`src/rtl/pipe_pkg.sv`:
```
// Shared constants for the pipeline handshake controller: flush FSM
// encoding, default exception vector and stage indices.
package pipe_pkg;

    // Flush sequencer states
    localparam logic [1:0] ST_RUN   = 2'd0;
    localparam logic [1:0] ST_FLUSH = 2'd1;
    localparam logic [1:0] ST_DRAIN = 2'd2;

    // PC loaded on a non-eret exception
    localparam logic [31:0] EXC_VEC_DEFAULT = 32'hBFC0_0380;

    // Downstream stage indices (IF is the source and has no slot)
    localparam int STG_ID  = 0;
    localparam int STG_EXE = 1;
    localparam int STG_MEM = 2;
    localparam int STG_WB  = 3;
    localparam int NUM_STG = 4;

endpackage

```
`src/rtl/pipe_valid_slot.sv`:
```
// One pipeline stage's valid bit with its completion (over) and
// acceptance (allow_in) logic.
// Handshake: a stage hands its instruction on when over_o is high and the
// successor's allow_in is high in the same cycle; allow_in_o means this
// slot either is empty or is emptying this cycle.
module pipe_valid_slot (
    input  logic clk,
    input  logic reset,
    input  logic cancel_i,
    input  logic pred_over_i,
    input  logic ready_i,
    input  logic kill_i,
    input  logic next_allow_in_i,
    output logic valid_o,
    output logic over_o,
    output logic allow_in_o
);

    logic valid_q;
    logic valid_d;

    // Completion and acceptance derived from the current valid bit
    always_comb begin
        over_o     = valid_q & ready_i & ~kill_i;
        allow_in_o = ~valid_q | (over_o & next_allow_in_i);
    end

    // Next valid: flush clears, an open slot takes the predecessor's output
    always_comb begin
        valid_d = valid_q;
        if (cancel_i) begin
            valid_d = 1'b0;
        end else if (allow_in_o) begin
            valid_d = pred_over_i;
        end
    end

    // Valid bit register
    always_ff @(posedge clk or posedge reset) begin
        if (reset) begin
            valid_q <= 1'b0;
        end else begin
            valid_q <= valid_d;
        end
    end

    assign valid_o = valid_q;

endmodule

```
`src/rtl/pipe_stage_ctrl.sv`:
```
// Central handshake controller for the IF/ID/EXE/MEM/WB pipeline: valid
// tracking per stage, exception flush sequencing and a stall counter.
module pipe_stage_ctrl
    import pipe_pkg::*;
#(
    parameter int          CNT_W   = 32,
    parameter logic [31:0] EXC_VEC = EXC_VEC_DEFAULT
) (
    input  logic             clk,
    input  logic             reset,
    input  logic             IF_over,
    input  logic             ID_ready,
    input  logic             EXE_ready,
    input  logic             MEM_ready,
    input  logic             MEM_exc,
    input  logic [31:0]      exc_pc,
    input  logic             exc_is_eret,
    input  logic             fetch_idle,
    output logic             ID_allow_in,
    output logic             EXE_allow_in,
    output logic             MEM_allow_in,
    output logic             WB_allow_in,
    output logic             ID_over,
    output logic             EXE_over,
    output logic             MEM_over,
    output logic             WB_over,
    output logic             cancel,
    output logic             redirect_valid,
    output logic [31:0]      redirect_pc,
    output logic             fetch_hold,
    output logic [CNT_W-1:0] stall_cycles
);

    localparam logic [CNT_W-1:0] CNT_ONE = {{(CNT_W-1){1'b0}}, 1'b1};
    localparam logic [CNT_W-1:0] CNT_MAX = {CNT_W{1'b1}};

    logic [1:0]       state_q, state_d;
    logic [31:0]      redirect_pc_q, redirect_pc_d;
    logic [CNT_W-1:0] stall_q, stall_d;

    logic v_id, v_exe, v_mem, v_wb;
    logic if_over_eff;
    logic exc_take;
    logic unused_v;

    // Fetch output is discarded while a flush is in progress
    assign if_over_eff = IF_over & (state_q == ST_RUN);
    assign exc_take    = (state_q == ST_RUN) & v_mem & MEM_exc;

    pipe_valid_slot u_id (
        .clk(clk), .reset(reset), .cancel_i(cancel),
        .pred_over_i(if_over_eff), .ready_i(ID_ready), .kill_i(1'b0),
        .next_allow_in_i(EXE_allow_in),
        .valid_o(v_id), .over_o(ID_over), .allow_in_o(ID_allow_in)
    );

    pipe_valid_slot u_exe (
        .clk(clk), .reset(reset), .cancel_i(cancel),
        .pred_over_i(ID_over), .ready_i(EXE_ready), .kill_i(1'b0),
        .next_allow_in_i(MEM_allow_in),
        .valid_o(v_exe), .over_o(EXE_over), .allow_in_o(EXE_allow_in)
    );

    // A faulting MEM instruction never completes, so it never reaches WB
    pipe_valid_slot u_mem (
        .clk(clk), .reset(reset), .cancel_i(cancel),
        .pred_over_i(EXE_over), .ready_i(MEM_ready), .kill_i(MEM_exc),
        .next_allow_in_i(WB_allow_in),
        .valid_o(v_mem), .over_o(MEM_over), .allow_in_o(MEM_allow_in)
    );

    // WB always completes; its retire is visible before cancel clears it
    pipe_valid_slot u_wb (
        .clk(clk), .reset(reset), .cancel_i(cancel),
        .pred_over_i(MEM_over), .ready_i(1'b1), .kill_i(1'b0),
        .next_allow_in_i(1'b1),
        .valid_o(v_wb), .over_o(WB_over), .allow_in_o(WB_allow_in)
    );

    assign unused_v = &{1'b0, v_exe, v_wb};

    // Flush sequencer: RUN -> FLUSH (one cycle) -> DRAIN until fetch idle
    always_comb begin
        state_d       = state_q;
        redirect_pc_d = redirect_pc_q;
        case (state_q)
            ST_RUN: begin
                if (exc_take) begin
                    state_d       = ST_FLUSH;
                    redirect_pc_d = exc_is_eret ? exc_pc : EXC_VEC;
                end
            end
            ST_FLUSH: state_d = ST_DRAIN;
            ST_DRAIN: begin
                if (fetch_idle) begin
                    state_d = ST_RUN;
                end
            end
            default:  state_d = ST_RUN;
        endcase
    end

    // Saturating count of cycles where ID holds an instruction it cannot finish
    always_comb begin
        stall_d = stall_q;
        if ((state_q == ST_RUN) && v_id && !ID_over && (stall_q != CNT_MAX)) begin
            stall_d = stall_q + CNT_ONE;
        end
    end

    // State, redirect target and stall counter registers
    always_ff @(posedge clk or posedge reset) begin
        if (reset) begin
            state_q       <= ST_RUN;
            redirect_pc_q <= 32'h0;
            stall_q       <= '0;
        end else begin
            state_q       <= state_d;
            redirect_pc_q <= redirect_pc_d;
            stall_q       <= stall_d;
        end
    end

    assign cancel         = (state_q == ST_FLUSH);
    assign redirect_valid = (state_q == ST_FLUSH);
    assign fetch_hold     = (state_q == ST_FLUSH) | (state_q == ST_DRAIN);
    assign redirect_pc    = redirect_pc_q;
    assign stall_cycles   = stall_q;

endmodule

```
`config.mk`:
```
export PLATFORM = sky130hd
export DESIGN_NAME = pipe_stage_ctrl
export DESIGN_NICKNAME = d
export VERILOG_FILES = /design/src/rtl/pipe_pkg.sv /design/src/rtl/pipe_valid_slot.sv /design/src/rtl/pipe_stage_ctrl.sv
export SDC_FILE = /design/constraint.sdc
export NUM_CORES = 1
export LEC_CHECK = 0
export ABC_AREA = 1
export CAP_MARGIN = 20
export CELL_PAD_IN_SITES_DETAIL_PLACEMENT = 0
export CELL_PAD_IN_SITES_GLOBAL_PLACEMENT = 2
export CORE_AREA = 5 5 124 126
export DETAILED_ROUTE_END_ITERATION = 6
export DIE_AREA = 0 0 129 131
export PLACE_DENSITY_LB_ADDON = 0.3
export SYNTH_ARGS = -nofsm -noshare
export SYNTH_HDL_FRONTEND = slang
export SYNTH_SLANG_ARGS = --single-unit
```
`constraint.sdc`:
```
create_clock -name clk -period 6.15 [get_ports clk]
set_input_delay 0.9225 -clock clk [delete_from_list [all_inputs] [get_ports clk]]
set_output_delay 0.9225 -clock clk [all_outputs]
set_load 0.1 [all_outputs]
```
==> results of run 1 <==
-- final timing paths --
check	from	end	slack (ns)
worst min-delay path	redirect_pc[28]	redirect_pc[28]	0.50
max in group asynchronous	reset	stall_cycles[7]	4.33
worst max-delay path	MEM_ready	ID_allow_in	2.01
min in group asynchronous	reset	redirect_pc[9]	1.21
worst min register to register	redirect_pc[28]	redirect_pc[28]	0.50
worst max register to register	state_q[0]	state_q[0]	4.07
-- cell usage after synthesis, types with 2 or more instances --
cell,number
nor2_2,4
ha_1,5
nand2_4,2
clkbuf_1,12
a21oi_1,4
xor2_1,9
nand2_2,5
buf_6,4
dfrtp_1,70
nand2_1,226
nor2_1,47
o21ai_0,50
inv_1,38
nor2_4,3
buf_4,2
nand4_1,3
nand3_1,35
xnor2_1,5
nor3_1,3
-- state kept, by name (all words and copies together) (netlist names) --
signal	cells
u_wb.valid_o	1
u_mem.valid_o	1
state_q	2
u_id.valid_o	1
redirect_pc	32
stall_cycles	32
u_exe.valid_o	1
-- layer usage --
layer  vias up  part of all wire, %  global-route usage [%]
met1      1738                   45                    18.4
met3        13                  7.0                    5.16
met4         0                  1.5                    5.74
met2        91                   47                    24.5
met5         -                    0                       0
li1       1901                    -                       -
-- per-stage QoR --
| step | util (%) | setup WS [ns] |
|---|---|---|
| after CTS | 38.4 | 2.02 |
| after global routing | 38.6 | 1.88 |
| final | 38.6 | 2.01 |
| after floorplan | - | 0.351 |
| after detailed placement | 36.4 | 2.02 |
| after global placement | 36.3 | 2.08 |
-- cells by family after synthesis --
family,Yosys count
fa+ha+maj,5
flops,70
xor+xnor,14
buf+inv,59
compound gates,55
other cells,1
simple gates,332
-- power groups by stage --
stage,clock network (W),registers [W],logic (W)
6_report,0.000525,0.000605,0.00119
5_1_grt,0.000565,0.000616,0.00126
4_1_cts,0.000548,0.000605,0.00118
3_5_place_dp,0,0.000608,0.00118
3_3_place_gp,0,0.000608,0.00117
2_1_floorplan,0,0.00113,0.000376
-- final cells by class --
class	instances	area share, %
clock inverters	6	1.14
multi-input cells	407	33.9
well taps	184	4.20
flip-flops and latches	70	31.9
inverters	40	2.83
repair buffers	118	21.9
clock buffers	10	4.17
-- critical path, delay by kind of cell --
family	cells	cell delay, ns
buf+inv	4	1.68
compound gates	2	0.41
simple gates	2	0.20
==> impl.org, run 1 <==
** Outcome
- Result of the run :: completed

** Power and ir drop
- Total power for the finished layout comes to 0.00232 W.
- VDD sags by at most 0.254 mV.
- Internal power contribution :: 0.00112 W
- Fraction of power consumed by sequential logic :: 26.0%
- In this run the power spent charging and discharging nets is 0.00120 W.
- Comb power frac :: 51.4%
- Areal power density over the cells :: 424 mW/mm2
- For this design the static power due to leakage is 2.54 nW.
- Per report_power, the clock group accounts for 22.6% of the total.
- Net switching is 51.8% of the power.

** Global route
- Maximum number of pins on one net before global-route repair :: 71
- For this run, the total global-route usage over all layers was measured as 15.0%.
- The initial antenna violation count was 0.
- The via count of the first global-routing pass was 3892.
- The first global-routing pass estimated 19.8 mm of wire.
- Congestion Overflow GR :: 0

** Yosys
- Mux share of post-synthesis cell area :: 0%
- Sequential elements use 45.1% of the synthesized area.
- When the netlist entered floorplanning its net count stood at 582.
- The synthesized design devotes to its leading area cell type 45.1% of total area.
- After synthesis the netlist holds a flip-flop and latch count of 70.
- Synthesized-area fraction occupied by and/or/nand/nor cells :: 35.8%
- By area, the combinational part of the netlist is dominated by simple AND/OR/NAND/NOR gates.
- Mean post-synth cell area :: 7.24 um2
- Synthesized instance count :: 536
- Warnings, synthesis :: 0
- Fraction of the mapped netlist area in compound gates :: 7.12%
- Synth area leader :: dfrtp_1
- By area the synthesized netlist is led by dfrtp_1 (45%), nand2_1 (22%), o21ai_0 (6.4%).
- Of all flip-flops after synthesis, the portion carrying an async set or reset was 100%.
- Summing every instance area after synthesis gives 0.00388 mm2.
- After synthesis, the netlist uses 28 different library cells.
- The synthesized design contains 0 enable-type register cells.
- Of the total synthesized cell area, the portion taken by XOR and XNOR cells is 3.16%.
- Summing the areas of all fa, ha and maj instances in the mapped netlist gives 1.61% of the synthesized area.
- In the synthesized netlist the dominant register cell turns out to be dfrtp_1.

** Worst setup path
- At the worst endpoint, the arrival time is 3.21 ns.
- The worst setup path is captured at an output pin.
- The setup path with the least slack is of type in2out.
- Of all nets on the critical path, the largest fanout is 3.
- For this design, the slowest cell found on the critical path is clkdlybuf4s50_1.
- Cells along the critical path :: clkdlybuf4s50_1, inv_1, o21ai_0, nand2_1, nand2_1, a21oi_1, inv_1, clkdlybuf4s50_1
- Count of cells along the worst register-to-register path :: 8
- In this design, the stage delay of the slowest critical-path cell is 1.12 ns.
- At the worst endpoint, the required time is 5.23 ns.
- Startpoint type of the worst setup path :: primary input

** STA
- The worst pin sits at a relative slew slack of 32.0%.
- Based on the critical path, the design can be clocked at up to 242 MHz.
- Total Negative Setup Slacks :: 0 ns
- For the pin with the worst max-slew slack, the measured transition is 1.02 ns.
- Count of endpoints failing hold in the final timing report :: 0
- Clock period minus worst slack :: 4.14 ns
- Final worst clock skew :: 0.00755 ns
- Smallest hold slack :: 0.503 ns
- Max Transition Viols Final :: 0
- Portion of the clock cycle consumed by the worst path in the final layout :: 67.3%
- Setup violations remaining at the end of the flow were counted as 0.
- Setup repair after global routing left no endpoint under its margin.

** Clocking
- TritonCTS built the clock tree.
- Post-CTS resize count :: 0
- Clock tree synthesis found a total of 70 sinks.
- CTS root buffer :: clkbuf_16
- Max H-tree Level :: 3
- In this run the deepest clock path goes through 2 buffers.
- Number of hold buffers added after CTS :: 0
- In this run, CTS created clock tree buffers numbering 9.
- At the later pin of the worst-skew pair, clock insertion delay measures 0.34 ns.
- Clock Pin Slew Worst Setup and Hold Paths :: 0.06 ns
- The number of setup buffers added after CTS is 0.

** Routing
- Number of detailed-routing iterations run before antenna repair :: 5
- Wires add up to 12.1 mm.
- Routed wirelength normalized by instance count :: 14.5 um
- The count of nets left with antenna violations once routing finished came out at 0.
- The detailed router placed 3743 vias in this run.
- First DRT Iteration DRCs :: 141
- Vias/cell :: 4.48
- For this run, design rule violations remaining after detail routing come to 0.

** Placed design
- The placed instances occupy a cell area of 0.00517 mm2.
- Buffers placed on the I/O ports in this run total 114.
- After legalization and detailed placement, the total HPWL measured 8.71 mm.
- Dpl cells :: 818
- Gpl congestion :: 0.824

** Cells and area
- Final non-filler cell area :: 0.00549 mm2
- The area growth from synthesis to layout is 41.3%.
- The filler cells instantiated in the layout total 1542.
- Post-layout net count :: 692
- Most frequent cells in the layout :: nand2_1 (226), clkdlybuf4s50_1 (114), dfrtp_1 (70), o21ai_0 (50), nor2_1 (46)
- Most common library cell in the layout ignoring fill and taps :: nand2_1
- The repair_antennas step left the layout with diodes totalling 0.
- Summing all multi-input logic gate instances after layout gives 0.00186 mm2.
- Share of layout cells above drive strength 1 :: 5.99%
- After the flow finishes, the layout carries non-filler instances totaling 835.
- Summing all flip-flop and latch instances after layout gives 0.00175 mm2.

** Floorplan
- Boundary Pins :: 116
- The region available for standard cell placement spans 0.0142 mm2.
- For this configuration, the core starts out at a cell density of 27.3%.
- Std cell rows :: 44
- The die covers 0.0169 mm2.
- From left edge to right edge, the die measures 129 um.
- The die is 131 um tall.

** Worst hold path
- Hold Path Class :: reg2reg
- Counting instances, the worst hold path has a depth of 2.

** Run
- Max-cap violations in this run came to 0.
No activity file was read; power rests on OpenSTA's default activity.
==> run 2, diff against run 1 <==
--- a/config.mk
+++ b/config.mk
@@ -9,9 +9,9 @@
 export CAP_MARGIN = 20
 export CELL_PAD_IN_SITES_DETAIL_PLACEMENT = 0
 export CELL_PAD_IN_SITES_GLOBAL_PLACEMENT = 2
-export CORE_AREA = 5 5 124 126
+export CORE_AREA = 5 5 129 131
 export DETAILED_ROUTE_END_ITERATION = 6
-export DIE_AREA = 0 0 129 131
+export DIE_AREA = 0 0 134 136
 export PLACE_DENSITY_LB_ADDON = 0.3
 export SYNTH_ARGS = -nofsm -noshare
 export SYNTH_HDL_FRONTEND = slang
==> constraint.sdc (replaced) <==
create_clock -name clk -period 4 [get_ports clk]
set_input_delay 0.6 -clock clk [delete_from_list [all_inputs] [get_ports clk]]
set_output_delay 0.6 -clock clk [all_outputs]
set_load 0.1 [all_outputs]
==> impl.org, run 2 (synthesis gave the netlist of run 1 again) <==
** Outcome
- Result of the run :: completed (unchanged)

** Cells and area
- The fraction of layout instances using a drive strength above 1 was 7.36% (was 5.99%).
- P&R area growth vs syn :: 41.5% (was 41.3%)
- The number of fill cells came to 1644 (was 1542).
- Count of antenna diodes in the layout :: 0 (unchanged)
- Sequential Area :: 0.00175 mm2 (unchanged)
- Footprint of the multi-input gates :: 0.00186 mm2 (about the same)
- Most frequent cells in the layout: nand2_1 (226), clkdlybuf4s50_1 (108), dfrtp_1 (70), o21ai_0 (49), nor2_1 (46) (was nand2_1 (226), clkdlybuf4s50_1 (114), dfrtp_1 (70), o21ai_0 (50), nor2_1 (46)).
- The most common cell after layout, fill and taps aside is nand2_1 (unchanged).
- Post-layout net count :: 693 (was 692)

** Routing
- First DRT Iteration DRCs :: 180 (was 141)
- Final Routed Wirelength :: 12.2 mm (was 12.1 mm)
- The DRC violation count after routing is 0 (unchanged).
- The number of vias after detailed routing is 3788 (was 3743).
- The via density per instance was 4.49 (was 4.48).
- Number of detailed-routing iterations run before antenna repair :: 4 (was 5)
- The count of antenna-violating nets left after detailed routing was 0 (unchanged).
- The average wire length per cell after detail routing came to 14.5 um (about the same).

** Floorplan
- The overall die area came to 0.0182 mm2 (was 0.0169 mm2).
- Placeable core region :: 0.0155 mm2 (was 0.0142 mm2)
- The die outline width is 134 um (was 129 um).
- The number of placement rows came to 46 (was 44).
- The effective utilization at floorplan was 25.1% (was 27.3%).
- The die height is 136 um (was 131 um).
- Boundary Pins :: 116 (unchanged)

** Clocking
- The TritonCTS buffer count was 9 (unchanged).
- The post-cts gate resize count was 0 (unchanged).
- CTS root buffer :: clkbuf_16 (unchanged)
- The total clock sinks is 70 (unchanged).
- Clock Pin Slew Worst Setup and Hold Paths :: 0.06 ns (about the same)
- The TritonCTS clock tree is built (unchanged).
- The insertion delay of the later-clocked pin in the worst-skew pair came to 0.34 ns (about the same).
- Number of hold buffers added after CTS :: 0 (unchanged)
- The total number of H-tree levels was 3 (unchanged).
- Count of buffers added by post-CTS timing repair for setup :: 0 (unchanged)
- The largest buffer count on any clock path came to 2 (unchanged).

** Worst setup path
- The arrival time at the worst endpoint was 2.27 ns (was 3.21 ns).
- Worst R2R Start :: state_q[0] (unchanged)
- Worst setup EP type :: output pin (unchanged)
- The register-to-register setup slack is 1.59 ns (was 4.07 ns).
- Critical path class :: reg2out (was in2out)
- The startpoint type of the worst setup path is a register (was primary input).
- Count of cells along the worst register-to-register path :: 8 (unchanged)
- The required time reported for the critical path endpoint is 3.40 ns (was 5.23 ns).
- The highest net fanout along the worst path was 6 (was 3).
- Crit Reg-Reg Endpoint :: stall_cycles[25] (was state_q[0])

** Placed design
- Placed wire-length estimate after detailed placement :: 9.04 mm (was 8.71 mm)
- Quantity of I/O buffers inserted on ports :: 114 (unchanged)
- Worst Setup Slack post-DPL :: 1.45 ns (was 2.02 ns)
- The routability congestion estimate is 0.816 (was 0.824).

** Power and ir drop
- The total power per unit cell area is 653 mW/mm2 (was 424 mW/mm2).
- Static power due to leakage :: 2.54 nW (about the same)
- VDD IR-drop max :: 0.430 mV (was 0.254 mV)

** STA
- Setup violators final :: 0 (unchanged)
- Max Transition Viols Final :: 0 (unchanged)
- Worst relative slew slack :: 31.2% (was 32.0%)
- Clock period minus worst slack :: 2.87 ns
- The post-route setup TNS is 0 ns (unchanged).
- RSZ-0062 raised after global routing: false (unchanged).
- The total count of hold-check failures in the final report is 0 (unchanged).
- Derived from the worst setup path, the maximum achievable clock frequency is 349 MHz.
- The worst setup slack after layout came to 1.13 ns (was 2.01 ns).
- Portion of the clock cycle consumed by the worst path in the final layout :: 71.7%
- Transition time of the tightest slew-check pin :: 1.03 ns (was 1.02 ns)
- The post-route clock skew was 0.00344 ns (was 0.00755 ns).

** Global route
- Maximum number of pins on one net before global-route repair :: 36 (was 71)
- The overall fraction of global-route tracks in use came to 13.9% (was 15.0%).
- The first-pass GRT wire length was 20.0 mm (was 19.8 mm).
- The initial antenna violation count was 0 (unchanged).
- The via count of the first global-routing pass is 3867 (was 3892).
- Congestion Overflow GR :: 0 (unchanged)

** Worst hold path
- The class of the most critical hold timing path was reg2reg (unchanged).
- Cells on Worst Hold Path :: 2 (unchanged)
- The startpoint of the worst hold path was redirect_pc[28] (unchanged).
- Hold-critical path endpoint :: redirect_pc[28] (unchanged)

** Run
- The total of max-cap violations came to 0 (unchanged).
run 2: cell types whose count changed in the layout (fill, tap and decap cells not counted), sizes merged:
cell,before,now
buf,4,11
clkbuf,10,12
clkdlybuf4s50,114,108
clkinv,5,1
clkinvlp,0,2
run 2: layout make-up:
cell class | instances | share of cell area [%]
multi-input combinational | 407 | 33.9
clock buffer | 12 | 4.85
tap | 192 | 4.37
sequential | 70 | 31.9
timing repair buffer | 119 | 21.2
clock inverter | 4 | 0.979
inverter | 40 | 2.82
run 2: worst max-delay path by stage:
stage / startpoint / end
after floorplan: MEM_ready / ID_allow_in
after global routing: state_q[1] / redirect_valid
after CTS: state_q[1] / redirect_valid
after global placement: MEM_exc / ID_allow_in
after detailed placement: MEM_exc / ID_allow_in
final: state_q[1] / redirect_valid
run 2: routing by layer:
metal / global-route usage [%] / vias up / wire length (um)
met2: 22.4 / 113 / 5590
met3: 5.18 / 16 / 1040
met4: 4.86 / 0 / 192
met5: 0 / - / 0
li1: - / 1900 / -
met1: 17.2 / 1759 / 5390
run 2: where the power goes:
part | switching (W) | internal [W] | total (W)
Combinational | 0.00143 | 0.000363 | 0.00180
Clock | 0.000329 | 0.000535 | 0.000865
Sequential | 0.0000852 | 0.000842 | 0.000927
run 2: critical path, stage by stage, from the launching register on:
cell and delay (ns):
dfrtp_1 0.39, inv_1 0.10, ha_1 0.26, clkdlybuf4s50_1 1.17
run 2: stage by stage:
| step | total power, W | util (%) | instances | instance area, um2 | hold WS, ns |
|---|---|---|---|---|---|
| 2_1_floorplan | 0.00232 | - | 536 | 3890 | 0.478 |
| 3_3_place_gp | 0.00274 | 33.4 | 828 | 5170 | 0.489 |
| 3_5_place_dp | 0.00275 | 33.4 | 828 | 5170 | 0.496 |
| 4_1_cts | 0.00363 | 35.5 | 844 | 5490 | 0.515 |
| 5_1_grt | 0.00375 | 35.5 | 844 | 5490 | 0.530 |
| 6_report | 0.00359 | 35.5 | 844 | 5490 | 0.509 |
==> run 3, diff against run 2 <==
==> constraint.sdc (replaced) <==
create_clock -name clk -period 2.8 [get_ports clk]
set_input_delay 0.42 -clock clk [delete_from_list [all_inputs] [get_ports clk]]
set_output_delay 0.42 -clock clk [all_outputs]
set_load 0.1 [all_outputs]
==> impl.org, run 3 (synthesis gave the netlist of run 1 again) <==
** Outcome
- Result of the run :: completed (unchanged)

** Clocking
- Number of hold buffers added after CTS :: 0 (unchanged)
- The clock tree root driver cell is clkbuf_16 (unchanged).
- Sinks on the clock net :: 70 (unchanged)
- The register clock-pin slew on the reported worst setup and hold paths came to 0.06 ns (about the same).
- Clock tree from TritonCTS :: built (unchanged)
- The TritonCTS buffer count is 9 (unchanged).
- Insertion delay of the later-clocked pin in the worst-skew pair :: 0.34 ns (about the same)
- The largest buffer count on any clock path came to 2 (unchanged).
- The total number of H-tree levels came to 3 (unchanged).
- The post-cts gate resize count was 0 (unchanged).
- The number of setup buffers added after CTS is 0 (unchanged).

** Floorplan
- Die W :: 134 um (unchanged)
- The area of the core region came to 0.0155 mm2 (unchanged).
- The number of placement rows is 46 (unchanged).
- The overall die area was 0.0182 mm2 (unchanged).
- Initial cell density of the core :: 25.1% (unchanged)
- The die height came to 136 um (unchanged).
- Boundary Pins :: 116 (unchanged)

** STA
- The final worst hold slack was 0.513 ns (was 0.509 ns).
- RSZ-0062 raised after global routing: false (unchanged).
- The clock period could shrink to 2.13 ns.
- The total count of hold-check failures in the final report was 0 (unchanged).
- The post-route clock skew was 0.0117 ns (was 0.00344 ns).
- Worst relative slew slack :: 54.2% (was 31.2%)
- Portion of the clock cycle consumed by the worst path in the final layout :: 76.0%
- Transition time of the tightest slew-check pin :: 0.686 ns (was 1.03 ns)
- Achievable Freq :: 470 MHz
- Max Transition Viols Final :: 0 (unchanged)
- The final setup violation count was 0 (unchanged).

** Global route
- The overall fraction of global-route tracks in use is 13.8% (was 13.9%).
- Congestion Overflow GR :: 0 (unchanged)
- Wire length of the first global-routing pass :: 19.7 mm (was 20.0 mm)
- Number of global-route vias before repair :: 3709 (was 3867)
- The initial antenna violation count was 0 (unchanged).
- Maximum number of pins on one net before global-route repair :: 35 (was 36)

** Placed design
- The routability congestion estimate is 0.775 (was 0.816).
- Dpl cells :: 829 (was 828)
- The HPWL after detailed placement is 9.02 mm (was 9.04 mm).
- The quantity of I/O buffers inserted on ports was 114 (unchanged).

** Run
- The total of max-cap violations was 0 (unchanged).

** Cells and area
- Most common library cell in the layout ignoring fill and taps :: nand2_1 (unchanged)
- P&R area growth vs syn :: 38.1% (was 41.5%)
- The final core utilization is 34.6% (was 35.5%).
- Most frequent cells in the layout :: nand2_1 (225), buf_4 (77), dfrtp_1 (70), o21ai_0 (49), nor2_1 (46) (was nand2_1 (226), clkdlybuf4s50_1 (108), dfrtp_1 (70), o21ai_0 (49), nor2_1 (46))
- The number of standard cells in the layout, taps in and fillers out was 845 (was 844).
- Share of layout cells above drive strength 1 :: 18.1% (was 7.36%)
- The number of antenna cells inserted is 0 (unchanged).
- The count of nets after finishing came to 694 (was 693).

** Worst setup path
- Crit Reg-Reg Endpoint :: stall_cycles[28] (was stall_cycles[25])
- Crit path DAT :: 1.71 ns (was 2.27 ns)
- The register-to-register setup slack came to 0.77 ns (was 1.59 ns).
- The peak per-stage delay on the critical path came to 0.58 ns (was 1.17 ns).
- The reg-to-reg critical path startpoint was stall_cycles[0] (was state_q[0]).
- The required time reported for the critical path endpoint was 2.38 ns (was 3.40 ns).
- The buffering stage count on the worst path with inverters included is 3 (was 2).
- Largest driver fanout on the critical path :: 4 (was 6)
- Cells along the critical path: clkdlybuf4s50_1, o21ai_4, nand2_1, nand2_2, a21oi_1, inv_1, buf_12 (was inv_1, ha_1, clkdlybuf4s50_1).
- Library cell contributing the largest single delay on the critical path :: clkdlybuf4s50_1 (unchanged)
- Critical path class :: in2out (was reg2out)
- The element type at the critical path end is an output pin (unchanged).
- Startpoint type of the worst setup path :: primary input (was register)
- Count of cells along the worst register-to-register path :: 10 (was 8)
- Largest delay contributor family on the critical path :: buffers and inverters (unchanged)

** Worst hold path
- Cells on Worst Hold Path :: 2 (unchanged)
- Hold-critical path endpoint :: redirect_pc[6] (was redirect_pc[28])
- The startpoint of the worst hold path is redirect_pc[6] (was redirect_pc[28]).
- The class of the most critical hold timing path is reg2reg (unchanged).

** Routing
- First DRT Iteration DRCs :: 177 (was 180)
- The number of vias after detailed routing came to 3663 (was 3788).
- ANT nets after route :: 0 (unchanged)
- Final Routed Wirelength :: 12.2 mm (about the same)
- Number of detailed-routing iterations run before antenna repair :: 4 (unchanged)
- The via density per instance is 4.33 (was 4.49).
- DRC violation count after routing :: 0 (unchanged)
- Routed wirelength normalized by instance count :: 14.4 um (was 14.5 um)

** Power and ir drop
- The static leakage power was 2.68 nW (was 2.54 nW).
- Total power draw :: 0.00504 W (was 0.00359 W)
- VDD IR-drop max :: 0.649 mV (was 0.430 mV)
- Areal power density over the cells :: 939 mW/mm2 (was 653 mW/mm2)
-- run 3: changes by cell type in the layout (fill, tap and decap cells not counted), sizes merged --
cell,before,now
buf,11,80
clkbuf,12,10
clkdlybuf4s50,108,40
clkinv,1,2
inv,40,41
-- run 3: power by group --
| part | internal, W | total (W) | switching [W] |
|---|---|---|---|
| combinational | 0.000485 | 0.00253 | 0.00204 |
| sequential | 0.00120 | 0.00133 | 0.000127 |
| clock | 0.000697 | 0.00118 | 0.000481 |
-- run 3: cell type report --
| class | instances | area, um2 |
|---|---|---|
| fill | 1681 | 10100 |
| inverter | 40 | 155 |
| clock buffer | 10 | 229 |
| timing repair buffer | 120 | 1040 |
| clock inverter | 6 | 71.3 |
| multi-input combinational | 407 | 1880 |
| sequential | 70 | 1750 |
| tap | 192 | 240 |
-- run 3: worst max path at each step --
stage / start / end / slack (ns) / cells past startpoint
global route: MEM_exc / ID_allow_in / 0.52 / 7
detailed placement: ID_ready / stall_cycles[12] / 0.62 / 6
floorplan: MEM_ready / ID_allow_in / -0.03 / 6
finish: MEM_exc / ID_allow_in / 0.67 / 7
global placement: ID_ready / stall_cycles[18] / 0.65 / 6
CTS: MEM_exc / ID_allow_in / 0.66 / 7
-- run 3: worst register-to-register path: stages (launching register included) --
cell and delay [ns]:
dfrtp_1 0.46, ha_1 0.34, inv_2 0.09, nor2_4 0.16, nand2_4 0.08, nor2_4 0.16
nand2_4 0.09, nand2_8 0.21, inv_6 0.17, nand2_1 0.12, nand2_1 0.05
-- run 3: through the flow --
step	instance area, um2	setup slack (ns)	setup TNS (ns)
2_1_floorplan	3900	-0.0314	-0.0314
3_3_place_gp	5060	0.654	0
3_5_place_dp	5060	0.618	0
4_1_cts	5360	0.660	0
5_1_grt	5360	0.524	0
6_report	5360	0.673	0
-- run 3: per-layer routing --
metal | GRT usage (%) | vias to the layer above | part of all wire (%)
li1 | - | 1898 | -
met5 | 0 | - | 0
met1 | 17.3 | 1655 | 45
met2 | 22.0 | 102 | 46
met3 | 5.81 | 8 | 8.2
met4 | 3.37 | 0 | 0.84
